--- src/rtl/boron_dec_key_schedule.sv ---
// Boron decryption key schedule.
// Expands the 80-bit master key K0 forward to K_ROUNDS, then walks backward
// one round key per next_i request, presenting K_r to the add-round-key stage.
module boron_dec_key_schedule #(
  parameter int ROUNDS = 25,
  parameter int RC_W   = 5
) (
  input  logic            clk,
  input  logic            rst,
  input  logic [79:0]     key_i,
  input  logic            key_load_i,
  input  logic            next_i,
  output logic [79:0]     current_key_o,
  output logic [RC_W-1:0] round_o,
  output logic            busy_o,
  output logic            key_valid_o,
  output logic            last_o
);

  typedef enum logic [1:0] {
    IDLE   = 2'd0,
    EXPAND = 2'd1,
    READY  = 2'd2
  } state_t;

  localparam logic [RC_W-1:0] RC_LAST = RC_W'(ROUNDS);
  localparam logic [RC_W-1:0] RC_ONE  = RC_W'(1);

  // 4-bit forward S-box applied to the low nibble of the rotated key.
  function automatic logic [3:0] sbox(input logic [3:0] x);
    logic [3:0] y;
    case (x)
      4'h0: y = 4'hE;  4'h1: y = 4'h4;  4'h2: y = 4'hB;  4'h3: y = 4'h1;
      4'h4: y = 4'h7;  4'h5: y = 4'h9;  4'h6: y = 4'hC;  4'h7: y = 4'hA;
      4'h8: y = 4'hD;  4'h9: y = 4'h2;  4'hA: y = 4'h0;  4'hB: y = 4'hF;
      4'hC: y = 4'h8;  4'hD: y = 4'h5;  4'hE: y = 4'h3;  default: y = 4'h6;
    endcase
    return y;
  endfunction

  // Inverse of sbox, used when stepping the schedule backward.
  function automatic logic [3:0] sbox_inv(input logic [3:0] x);
    logic [3:0] y;
    case (x)
      4'h0: y = 4'hA;  4'h1: y = 4'h3;  4'h2: y = 4'h9;  4'h3: y = 4'hE;
      4'h4: y = 4'h1;  4'h5: y = 4'hD;  4'h6: y = 4'hF;  4'h7: y = 4'h4;
      4'h8: y = 4'hC;  4'h9: y = 4'h5;  4'hA: y = 4'h7;  4'hB: y = 4'h2;
      4'hC: y = 4'h6;  4'hD: y = 4'h8;  4'hE: y = 4'h0;  default: y = 4'hB;
    endcase
    return y;
  endfunction

  // Forward round update: rotate left 13, S-box low nibble, mix in rc.
  function automatic logic [79:0] f_update(input logic [79:0] k,
                                           input logic [RC_W-1:0] rc);
    logic [79:0] t;
    t = {k[66:0], k[79:67]};
    t[3:0] = sbox(t[3:0]);
    t[63:64-RC_W] = t[63:64-RC_W] ^ rc;
    return t;
  endfunction

  // Inverse round update: undo rc, undo S-box, rotate right 13.
  function automatic logic [79:0] g_update(input logic [79:0] k,
                                           input logic [RC_W-1:0] rc);
    logic [79:0] t;
    t = k;
    t[63:64-RC_W] = t[63:64-RC_W] ^ rc;
    t[3:0] = sbox_inv(t[3:0]);
    return {t[12:0], t[79:13]};
  endfunction

  state_t          state_q;
  logic [79:0]     key_q;
  logic [RC_W-1:0] round_q;
  logic            busy_q;
  logic            valid_q;
  logic            last_q;
  logic [79:0]     fwd_key_d;
  logic [79:0]     inv_key_d;

  // Candidate next keys for both directions, keyed by the current round counter.
  always_comb begin
    fwd_key_d = f_update(key_q, round_q);
    inv_key_d = g_update(key_q, round_q);
  end

  // Schedule FSM: load / expand forward / step backward, all outputs registered.
  always_ff @(posedge clk) begin
    // NOTE: non-blocking assignments so every register samples pre-edge values.
    if (rst) begin
      state_q <= IDLE;
      key_q   <= '0;
      round_q <= '0;
      busy_q  <= 1'b0;
      valid_q <= 1'b0;
      last_q  <= 1'b0;
    end else if (key_load_i) begin
      // A load restarts from any state and wins over a simultaneous next_i.
      state_q <= EXPAND;
      key_q   <= key_i;
      round_q <= RC_ONE;
      busy_q  <= 1'b1;
      valid_q <= 1'b0;
      last_q  <= 1'b0;
    end else begin
      case (state_q)
        IDLE: begin
          // Hold everything until a key is loaded.
        end
        EXPAND: begin
          key_q <= fwd_key_d;
          if (round_q == RC_LAST) begin
            // round_q already equals ROUNDS, which is the index of the key just made.
            state_q <= READY;
            busy_q  <= 1'b0;
            valid_q <= 1'b1;
            last_q  <= (RC_LAST == '0);
          end else begin
            round_q <= round_q + RC_ONE;
          end
        end
        READY: begin
          if (next_i && (round_q != '0)) begin
            key_q   <= inv_key_d;
            round_q <= round_q - RC_ONE;
            last_q  <= (round_q == RC_ONE);
          end
        end
        default: begin
          state_q <= IDLE;
          busy_q  <= 1'b0;
          valid_q <= 1'b0;
          last_q  <= 1'b0;
        end
      endcase
    end
  end

  assign current_key_o = key_q;
  assign round_o       = round_q;
  assign busy_o        = busy_q;
  assign key_valid_o   = valid_q;
  assign last_o        = last_q;

endmodule

--- config.mk ---
export PLATFORM = sky130hd
export DESIGN_NAME = boron_dec_key_schedule
export DESIGN_NICKNAME = d
export VERILOG_FILES = /design/src/rtl/boron_dec_key_schedule.sv
export SDC_FILE = /design/constraint.sdc
export NUM_CORES = 1
export LEC_CHECK = 0
export CORE_UTILIZATION = 30
export CTS_CLUSTER_SIZE = 24
export DETAILED_ROUTE_END_ITERATION = 7
export MAX_ROUTING_LAYER = met4
export PLACE_DENSITY = 0.63
export SLEW_MARGIN = 20
export SYNTH_ARGS = -nofsm -noshare
export SYNTH_HDL_FRONTEND = slang
export SYNTH_SLANG_ARGS = --single-unit
--- constraint.sdc ---
create_clock -name clk -period 5.3 [get_ports clk]
set_input_delay 1.06 -clock clk [delete_from_list [all_inputs] [get_ports clk]]
set_output_delay 1.06 -clock clk [all_outputs]
set_load 0.005 [all_outputs]
## After elaboration in Yosys (flattened, before gate mapping)

Memories as Yosys holds them, arrays and structs flattened. A register that Yosys moved wholly into a read port is not among the register bits.
Index checks and enable logic that the tools add are counted.

- Latch bits: 0
- Word-level logic and storage cells: 61
- Bits of input ports: 84
- Bits in read-only memories: 128
- Register bits: 90
- Memory bits (writable): 0
- Memories kept: 2
- Output and inout bits: 88

- Equality and inequality tests: 11
- Divide/modulo/power cells: 0
- $add $sub $neg: 2
- Bitwise logic cells: 4
- Multiply operators: 0
- Muxes and demuxes: 21
- Shifts and indexed selects: 0
- Order comparisons: 0
- Reduce and logical (&&, ||, !) cells: 13

Memories:

| name | words | bits a word | read ports | clocked after memory_dff | wr ports | RTL line | RTL |
|---|---|---|---|---|---|---|---|
| (name not given) | 16 | 4 | 1 | 1 | 0 | 32 | `case (x)` |
| (name not given) | 16 | 4 | 1 | 1 | 0 | 44 | `case (x)` |

Operators by type and width:

| kind | count |
|---|---|
| 2-to-1 mux 80 bit | 2 |
| case mux 80 bit (2 select lines) | 1 |
| 2-to-1 mux 4 bit | 4 |
| 2-to-1 mux 5 bit | 2 |
| case mux 5 bit (2 select lines) | 1 |
| XOR 5 bit | 2 |
| inequality test 3 bit (second input constant) | 3 |
| AND reduction 3 bit | 3 |
| 2-to-1 mux 1 bit | 6 |
| inequality test 2 bit (second input constant) | 3 |
| AND reduction 2 bit | 3 |
| adder 5 x 1 -> 5 bit (second input constant) | 1 |
| equality test 5 x 1 -> 1 bit (second input constant) | 1 |
| equality test 5 bit (second input constant) | 1 |
| nonzero test 5 bit | 1 |
| subtractor 5 x 1 -> 5 bit (second input constant) | 1 |
| case mux 1 bit (2 select lines) | 2 |
| case mux 2 bit (2 select lines) | 1 |
| OR reduction 2 bit | 2 |
| case mux 1 bit (3 select lines) | 1 |
| nonzero test 3 bit | 1 |
| equality test 2 x 1 -> 1 bit (second input constant) | 1 |
| equality test 2 bit (second input constant) | 1 |
| logical NOT 2 bit | 1 |
| other kinds (5) | 6 |

## Depth between registers and ports, before layout

Gate-level depths: netlist (run 1).

- Word-level depth: 7
- Depth in mapped cells: 13
- Mapped depth without buffers: 12

## Worst setup path before layout (run 1)

No wires, ideal clock.

- Kind: input to register
- Start point: input key_load_i
- End point: register fwd_key_d[3] (netlist name)
- Stages on the path: 8
- Arrival: 3.236 ns
- Path slack: 2.006 ns
- Required time: 5.242 ns
- Cell sequence: clkbuf_1 clkinv_1 and3_1 o41ai_1 inv_4 ha_1 mux4_2 inv_1

- Longest elaborated chain between the ends: 4

Ends and longest elaborated chain:

| element | RTL line | RTL |
|---|---|---|
| start: declaration | 11 | `input logic key_load_i,` |
| inequality test 3 bit (no line) / nonzero test 3 bit (equally long branches) | -- |  |
| AND reduction 2 bit (no line) | -- |  |
| 2-to-1 mux 4 bit (no line) (*) (2 in series) | -- |  |

Every way passes the cells marked *; elsewhere a longest branch is shown, timed or not.
A chain may end at the register's enable or synchronous reset.

## Worst setup path after layout (run 1)

- Start point: input key_load_i
- End point: register fwd_key_d[3] (netlist name)

- Longest elaborated chain between the ends: 4

Ends and longest elaborated chain:

| element |
|---|
| inequality test 3 bit (no line) / nonzero test 3 bit (equally long branches) |
| AND reduction 2 bit (no line) |
| 2-to-1 mux 4 bit (no line) (*) (2 in series) |

Marked as above.

==> results of run 1 <==
-- layout make-up --
cell class,count,area share
Clock inverter,2,0.00466
Multi-Input combinational cell,555,0.413
Timing Repair Buffer,180,0.236
Inverter,16,0.00848
Clock buffer,14,0.0378
Tap cell,265,0.0441
Sequential cell,96,0.255
Antenna cell,1,0.000333
-- routing by layer --
metal / up-vias / GRT usage / routed length, um / part of all wire
li1: 2792 / - / - / -
met5: - / - / 0 / 0
met3: 29 / 0.0309 / 1540 / 0.070
met1: 2697 / 0.297 / 9990 / 0.45
met4: 0 / 0.0956 / 682 / 0.031
met2: 247 / 0.329 / 9830 / 0.45
-- cells in the mapped netlist (2+ instances only) --
cell	number	area, um2
buf_2	7	35.0
mux2i_1	10	100
and3_1	2	12.5
dfxtp_1	96	1920
nor2b_1	2	12.5
xor2_1	6	52.6
clkinv_1	2	7.51
ha_1	13	163
mux4_2	2	45.0
nand2b_1	2	12.5
a211oi_1	11	82.6
o21ai_0	10	50.1
o211ai_1	62	465
a21oi_1	72	360
inv_1	13	48.8
o311ai_0	5	43.8
o41ai_2	2	32.5
nand3_1	66	330
nor2_1	37	139
mux2_2	7	78.8
a21oi_2	2	17.5
buf_6	2	22.5
xnor2_1	11	96.3
buf_4	80	601
clkbuf_1	43	161
nand2_1	207	777
buf_1	14	52.6
nor3_1	9	45.0
-- critical path, stage by stage --
cell	delay (ns)
clkdlybuf4s50_1	0.41
buf_4	0.25
clkinv_2	0.15
buf_4	0.63
o21ai_0	0.27
o41ai_2	0.44
inv_1	0.13
ha_1	0.35
mux4_2	0.47
inv_1	0.06
-- logic make-up after synthesis --
| group | Yosys count | synth area share |
|---|---|---|
| adders and majority gates | 13 | 0.0273 |
| xor gates and xnor gates | 17 | 0.0250 |
| buffers and inverters | 162 | 0.157 |
| muxes | 19 | 0.0376 |
| DFF | 96 | 0.323 |
| AOI/OAI and AO/OA | 173 | 0.196 |
| and+or+nand+nor | 333 | 0.235 |
-- registers in the layout, summed over array words and instances (netlist names) --
register       cells
inv_key_d          4
key_valid_o        1
current_key_o     80
busy_o             1
last_o             1
fwd_key_d          4
round_o            5
-- power groups by stage --
stage	sequential, mW	combinational, mW	clock, mW
detailed placement	0.880	0.437	0
global route	0.873	0.478	0.742
CTS	0.865	0.439	0.715
global placement	0.881	0.433	0
floorplan	0.839	0.286	0
finish	0.866	0.439	0.707
-- worst max path at each step --
| stage | cells after the start | startpoint | slack [ns] | end |
|---|---|---|---|---|
| detailed placement | 10 | key_load_i | 1.06 | fwd_key_d[3]$_DFF_P_ |
| CTS | 10 | key_load_i | 1.43 | inv_key_d[67]$_DFF_P_ |
| finish | 10 | key_load_i | 1.36 | fwd_key_d[3]$_DFF_P_ |
| global route | 10 | key_load_i | 1.13 | inv_key_d[67]$_DFF_P_ |
| floorplan | 8 | key_load_i | 2.01 | fwd_key_d[3]$_DFF_P_ |
| global placement | 10 | key_load_i | 1.21 | fwd_key_d[3]$_DFF_P_ |
-- per-stage QoR --
stage	instance area (um2)	std cells	hold slack [ns]
global placement	7200	1112	0.467
global route	7520	1129	0.511
finish	7520	1129	0.485
floorplan	5950	813	0.455
detailed placement	7200	1112	0.475
CTS	7520	1128	0.485
==> qor.yml, run 1 <==
floorplanning:
  die_w_um: 143
  rows: 51
  ios: 172
  fp.dieH_um: 143
  design.die.area_um2: 20400
  start_util: 0.306
  coreArea_um2: 19500
hold_path:
  hp-start: "last_o$_SDFFE_PP0P_"
  min_to: "last_o$_SDFFE_PP0P_"
  hold-path-cell-count: 2
  hp-class: "flop to flop"
run_status:
  status: "finished, final reports clean"
logic_synthesis:
  synthFlopType: "dfxtp_1"
  yosysWarnings: 0
  synthArstFlopShare: 0
  ys_seq_area_frac: 0.323
  ys_types: 46
  synth-edff-count: 0
  netlist_instances: 813
  synth_area_um2: 5950
  syn-num-nets: 910
  synth.avg_cell_area_um2: 7.32
  ys_ff_latch: 96
clock_tree:
  cts_setup_buffers: 0
  cts-root-buf: "clkbuf_16"
  cts_max_level: 3
  path_clk_slew_ns: 0.07
  cts_inserted_buffers: 9
  worstSkewPairLatency_ns: 0.35
  ctsHoldBuffers: 0
  cts_sinks: 96
  post_cts_resized: 0
  clock_path_buffers: 2
  cts_tree: "yes"
layout:
  layout-drive-gt1-share: 0.0545
  final_util: 0.387
  num-nets-final: 955
  final_cell_mix: "207 x nand2_1, 170 x clkdlybuf4s50_1, 96 x dfxtp_1, 72 x a21oi_1, 66 x nand3_1"
  multi_input_area_um2: 3110
  syn2layout_area_growth_pct: 26.3
  fill_cells: 2037
  regArea_um2: 1920
  layout_commonest_cell: "nand2_1"
power:
  internal_power_mw: 1.44
  power_frac_seq: 0.430
  power-per-cell-area_nw_per_um2: 267
  irDropWorstVdd_v: 0.0000966
  clkPwrFrac: 0.352
  combPwrFrac: 0.218
  switching_share: 0.285
  total_power_mw: 2.01
  p_switching_uw: 574
  p_leak_nw: 2.67
timing:
  worst_slack_ns: 1.36
  drv_slew: 0
  maxSlewHeadroom: 0.329
  worst_slew_pin_slew_ns: 1.01
  fin_setup_tns_ns: 0
  finalHoldViolCount: 0
  min_period_over_period: 0.743
  min_period_ns: 3.94
  finalSetupViolCount: 0
  max_freq_mhz: 254
  fin_skew_ns: 0.00695
  rsz0062_at_grt: "no"
routing:
  drtAntennaViolNets: 0
  vias_per_cell: 5.11
  wl_per_cell_um: 19.5
  drt_pass1_iterations: 5
  wl_um: 22000
  drc_errors: 0
  first_iter_violations: 598
  vias: 5765
worst_setup_path:
  endpoint_kind: "flop"
  cp-start-kind: "input port"
  reg2reg_from: "round_o[0]$_SDFFE_PP0P_"
  crit_arrival_ns: 4.23
  worstPathRequired_ns: 5.59
  reg2reg_setup_slack_ns: 1.49
  worst-setup-path-type: "input port to flop"
  crit_path_max_fanout: 80
  ff2ff_path_depth: 10
  r2r-end: "inv_key_d[67]$_DFF_P_"
grt:
  grt_max_degree: 82
  grt_use_total: 0.221
  antenna_found_initial: 1
  grt_overflow: 0
  first_global_vias: 5459
  grt_pass1_wl_um: 32600
flow_run:
  cap_viol_max_count: 0
placement:
  place_worst_setup_slack_ns: 1.06
  io_buffers: 171
  hpwlAfterDp_um: 15800
  gp_congestion: 0.867
No activity file was read; power rests on OpenSTA's default activity.
==> run 2: changes to the inputs <==
- clock period: 5.3 -> 3.9 ns (I/O delays scaled with it)
==> run 2 against run 1 <==
Compared with the run above:
- design area about the same
- power up 31%
- non-clock buffer count is 4 higher
- combinational power increased by 37%
- first-iteration DRC count stayed put
- sequential cell count did not move
- routed wire length grew 0.28%
- worst setup slack lost 0.77 ns
- final cell count up 0.27%
- largest power group unchanged
==> qor.yml, run 2 (synthesized netlist as in run 1, its figures left out) <==
clock_tree:
  clock_path_buffers: 2  # unchanged
  post_cts_resized: 0  # unchanged
  path_clk_slew_ns: 0.07  # about the same
  cts_max_level: 3  # unchanged
  cts_sinks: 96  # unchanged
  cts-root-buf: "clkbuf_16"
  cts_setup_buffers: 0  # unchanged
  worstSkewPairLatency_ns: 0.36  # about the same
  ctsHoldBuffers: 0  # unchanged
  cts_tree: "yes"
  cts_inserted_buffers: 9  # unchanged
floorplanning:
  design.die.area_um2: 20400  # unchanged
  rows: 51  # unchanged
  start_util: 0.306  # unchanged
  coreArea_um2: 19500  # unchanged
  die_w_um: 143  # unchanged
  fp.dieH_um: 143  # unchanged
  ios: 172  # unchanged
power:
  power_frac_seq: 0.446  # +0.016
  switching_share: 0.298  # +0.0132
  p_switching_uw: 789  # +38%
  irDropWorstVdd_v: 0.000143  # +48%
  power-per-cell-area_nw_per_um2: 352  # +32%
  combPwrFrac: 0.227  # +0.009
  clkPwrFrac: 0.328  # -0.024
  p_leak_nw: 2.67  # -0.17%
  internal_power_mw: 1.86  # +29%
placement:
  place_worst_setup_slack_ns: 0.431  # -0.624 ns
  gp_congestion: 0.959  # +11%
  io_buffers: 171  # unchanged
  hpwlAfterDp_um: 16200  # +2.3%
routing:
  drtAntennaViolNets: 0  # unchanged
  vias_per_cell: 5.19  # +1.6%
  wl_um: 22100  # +0.28%
  drt_pass1_iterations: 5  # unchanged
  wl_per_cell_um: 19.5  # about the same
  vias: 5874  # +1.9%
  first_iter_violations: 598  # unchanged
  drc_errors: 0  # unchanged
layout:
  layout_commonest_cell: "nand2_1"
  largest_reg_flops: 80  # unchanged
  final_cell_mix: "207 x nand2_1, 170 x clkdlybuf4s50_1, 96 x dfxtp_1, 72 x a21oi_1, 66 x nand3_1"
  num-nets-final: 959  # +0.42%
  layout-drive-gt1-share: 0.0588  # +0.00436
  diodes: 0  # -1
  syn2layout_area_growth_pct: 26.2  # about the same
timing:
  finalSetupViolCount: 0  # unchanged
  min_period_over_period: 0.849
  worst_slew_pin_slew_ns: 0.891  # -0.116 ns
  min_period_ns: 3.31
  fin_skew_ns: 0.0109  # +0.00393 ns
  drv_slew: 0  # unchanged
  rsz0062_at_grt: "no"
  maxSlewHeadroom: 0.406  # +0.0771
  max_freq_mhz: 302
  worst_slack_ns: 0.591  # -0.773 ns
  fin_setup_tns_ns: 0  # unchanged
  finalHoldViolCount: 0  # unchanged
worst_setup_path:
  reg2reg_from: "round_o[0]$_SDFFE_PP0P_"
  crit_arrival_ns: 3.61  # -0.62 ns
  crit_path_max_fanout: 24  # -70%
  endpoint_kind: "flop"
  r2r-end: "fwd_key_d[3]$_DFF_P_"
  ff2ff_path_depth: 11  # +1
  worstPathCellList: "inv_1, ha_1, or4b_4, a311oi_4, buf_4, nand3_1, o41ai_2, inv_1, ha_1, mux4_2, inv_1"
  cp_common_cell: "inv_1"
  worst-setup-path-type: "flop to flop"
  cp-start-kind: "flop"
  slowest_stage: "or4b_4"
  cpPeakStageDelay_ns: 0.49  # -0.14 ns
  worstPathRequired_ns: 4.20  # -1.39 ns
  reg2reg_setup_slack_ns: 0.59  # -0.90 ns
grt:
  first_global_vias: 5432  # -0.49%
  grt_max_degree: 93  # +13%
  grt_use_total: 0.224  # +0.00350
  antenna_found_initial: 0  # -1
  grt_overflow: 0  # unchanged
  grt_pass1_wl_um: 33000  # +1.2%
flow_run:
  cap_viol_max_count: 0  # unchanged
hold_path:
  hp-class: "flop to flop"
  hold-path-cell-count: 2  # unchanged
  min_to: "last_o$_SDFFE_PP0P_"
  hp-start: "last_o$_SDFFE_PP0P_"
run_status:
  status: "finished, final reports clean"
-- run 2: cell count changes in the layout (fill, tap and decap cells not counted) --
| cell | change |
|---|---|
| clkinv_4 | +1 |
| buf_4 | +4 |
| bufinv_16 | -1 |
| clkinvlp_4 | +2 |
| diode_2 | -1 |
| clkbuf_8 | -2 |
-- run 2: worst max-delay path: cells and delay by family (launching register included) --
family | cells | cell delay, ns
flip-flops | 1 | 0.40
AND/OR/NAND/NOR | 2 | 0.63
adder cells (fa/ha/maj) | 2 | 0.49
AO/OA/AOI/OAI | 2 | 0.55
multiplexers | 1 | 0.46
buffers and inverters | 4 | 0.73
-- run 2: final cells by class --
| type | count | area, um2 |
|---|---|---|
| multi-input combinational | 555 | 3110 |
| inverter | 16 | 63.8 |
| timing repair buffer | 184 | 1800 |
| clock buffer | 12 | 256 |
| sequential | 96 | 1920 |
| clock inverter | 4 | 28.8 |
| tap | 265 | 332 |
| fill | 2017 | 11900 |
-- run 2: metrics by stage --
stage	power, mW	cell area [um2]	utilization	hold WS, ns	cells
global placement	1.79	7230	0.372	0.465	1116
finish	2.64	7520	0.386	0.484	1132
detailed placement	1.79	7230	0.372	0.479	1116
CTS	2.66	7520	0.386	0.488	1132
floorplan	1.53	5950	-	0.455	813
global route	2.77	7520	0.386	0.515	1132
-- run 2: worst max path at each step --
stage,from,end
after global routing,round_o[0]$_SDFFE_PP0P_,fwd_key_d[3]$_DFF_P_
final,round_o[0]$_SDFFE_PP0P_,fwd_key_d[3]$_DFF_P_
after global placement,key_load_i,inv_key_d[67]$_DFF_P_
after floorplan,round_o[0]$_SDFFE_PP0P_,inv_key_d[67]$_DFF_P_
after detailed placement,key_load_i,inv_key_d[67]$_DFF_P_
after CTS,round_o[0]$_SDFFE_PP0P_,fwd_key_d[3]$_DFF_P_
-- run 2: routing by layer --
| metal | vias up | wire length, um | global-route usage |
|---|---|---|---|
| met5 | - | 0 | - |
| met4 | 0 | 267 | 0.0594 |
| met3 | 15 | 1540 | 0.0342 |
| met2 | 247 | 10100 | 0.344 |
| met1 | 2812 | 10200 | 0.306 |
| li1 | 2800 | - | - |
-- run 2: power by group through the flow --
stage	clock [mW]	combinational, mW	sequential, mW
2_1_floorplan	0	0.388	1.14
3_3_place_gp	0	0.593	1.20
3_5_place_dp	0	0.596	1.20
4_1_cts	0.880	0.600	1.18
5_1_grt	0.926	0.653	1.19
6_report	0.866	0.600	1.18
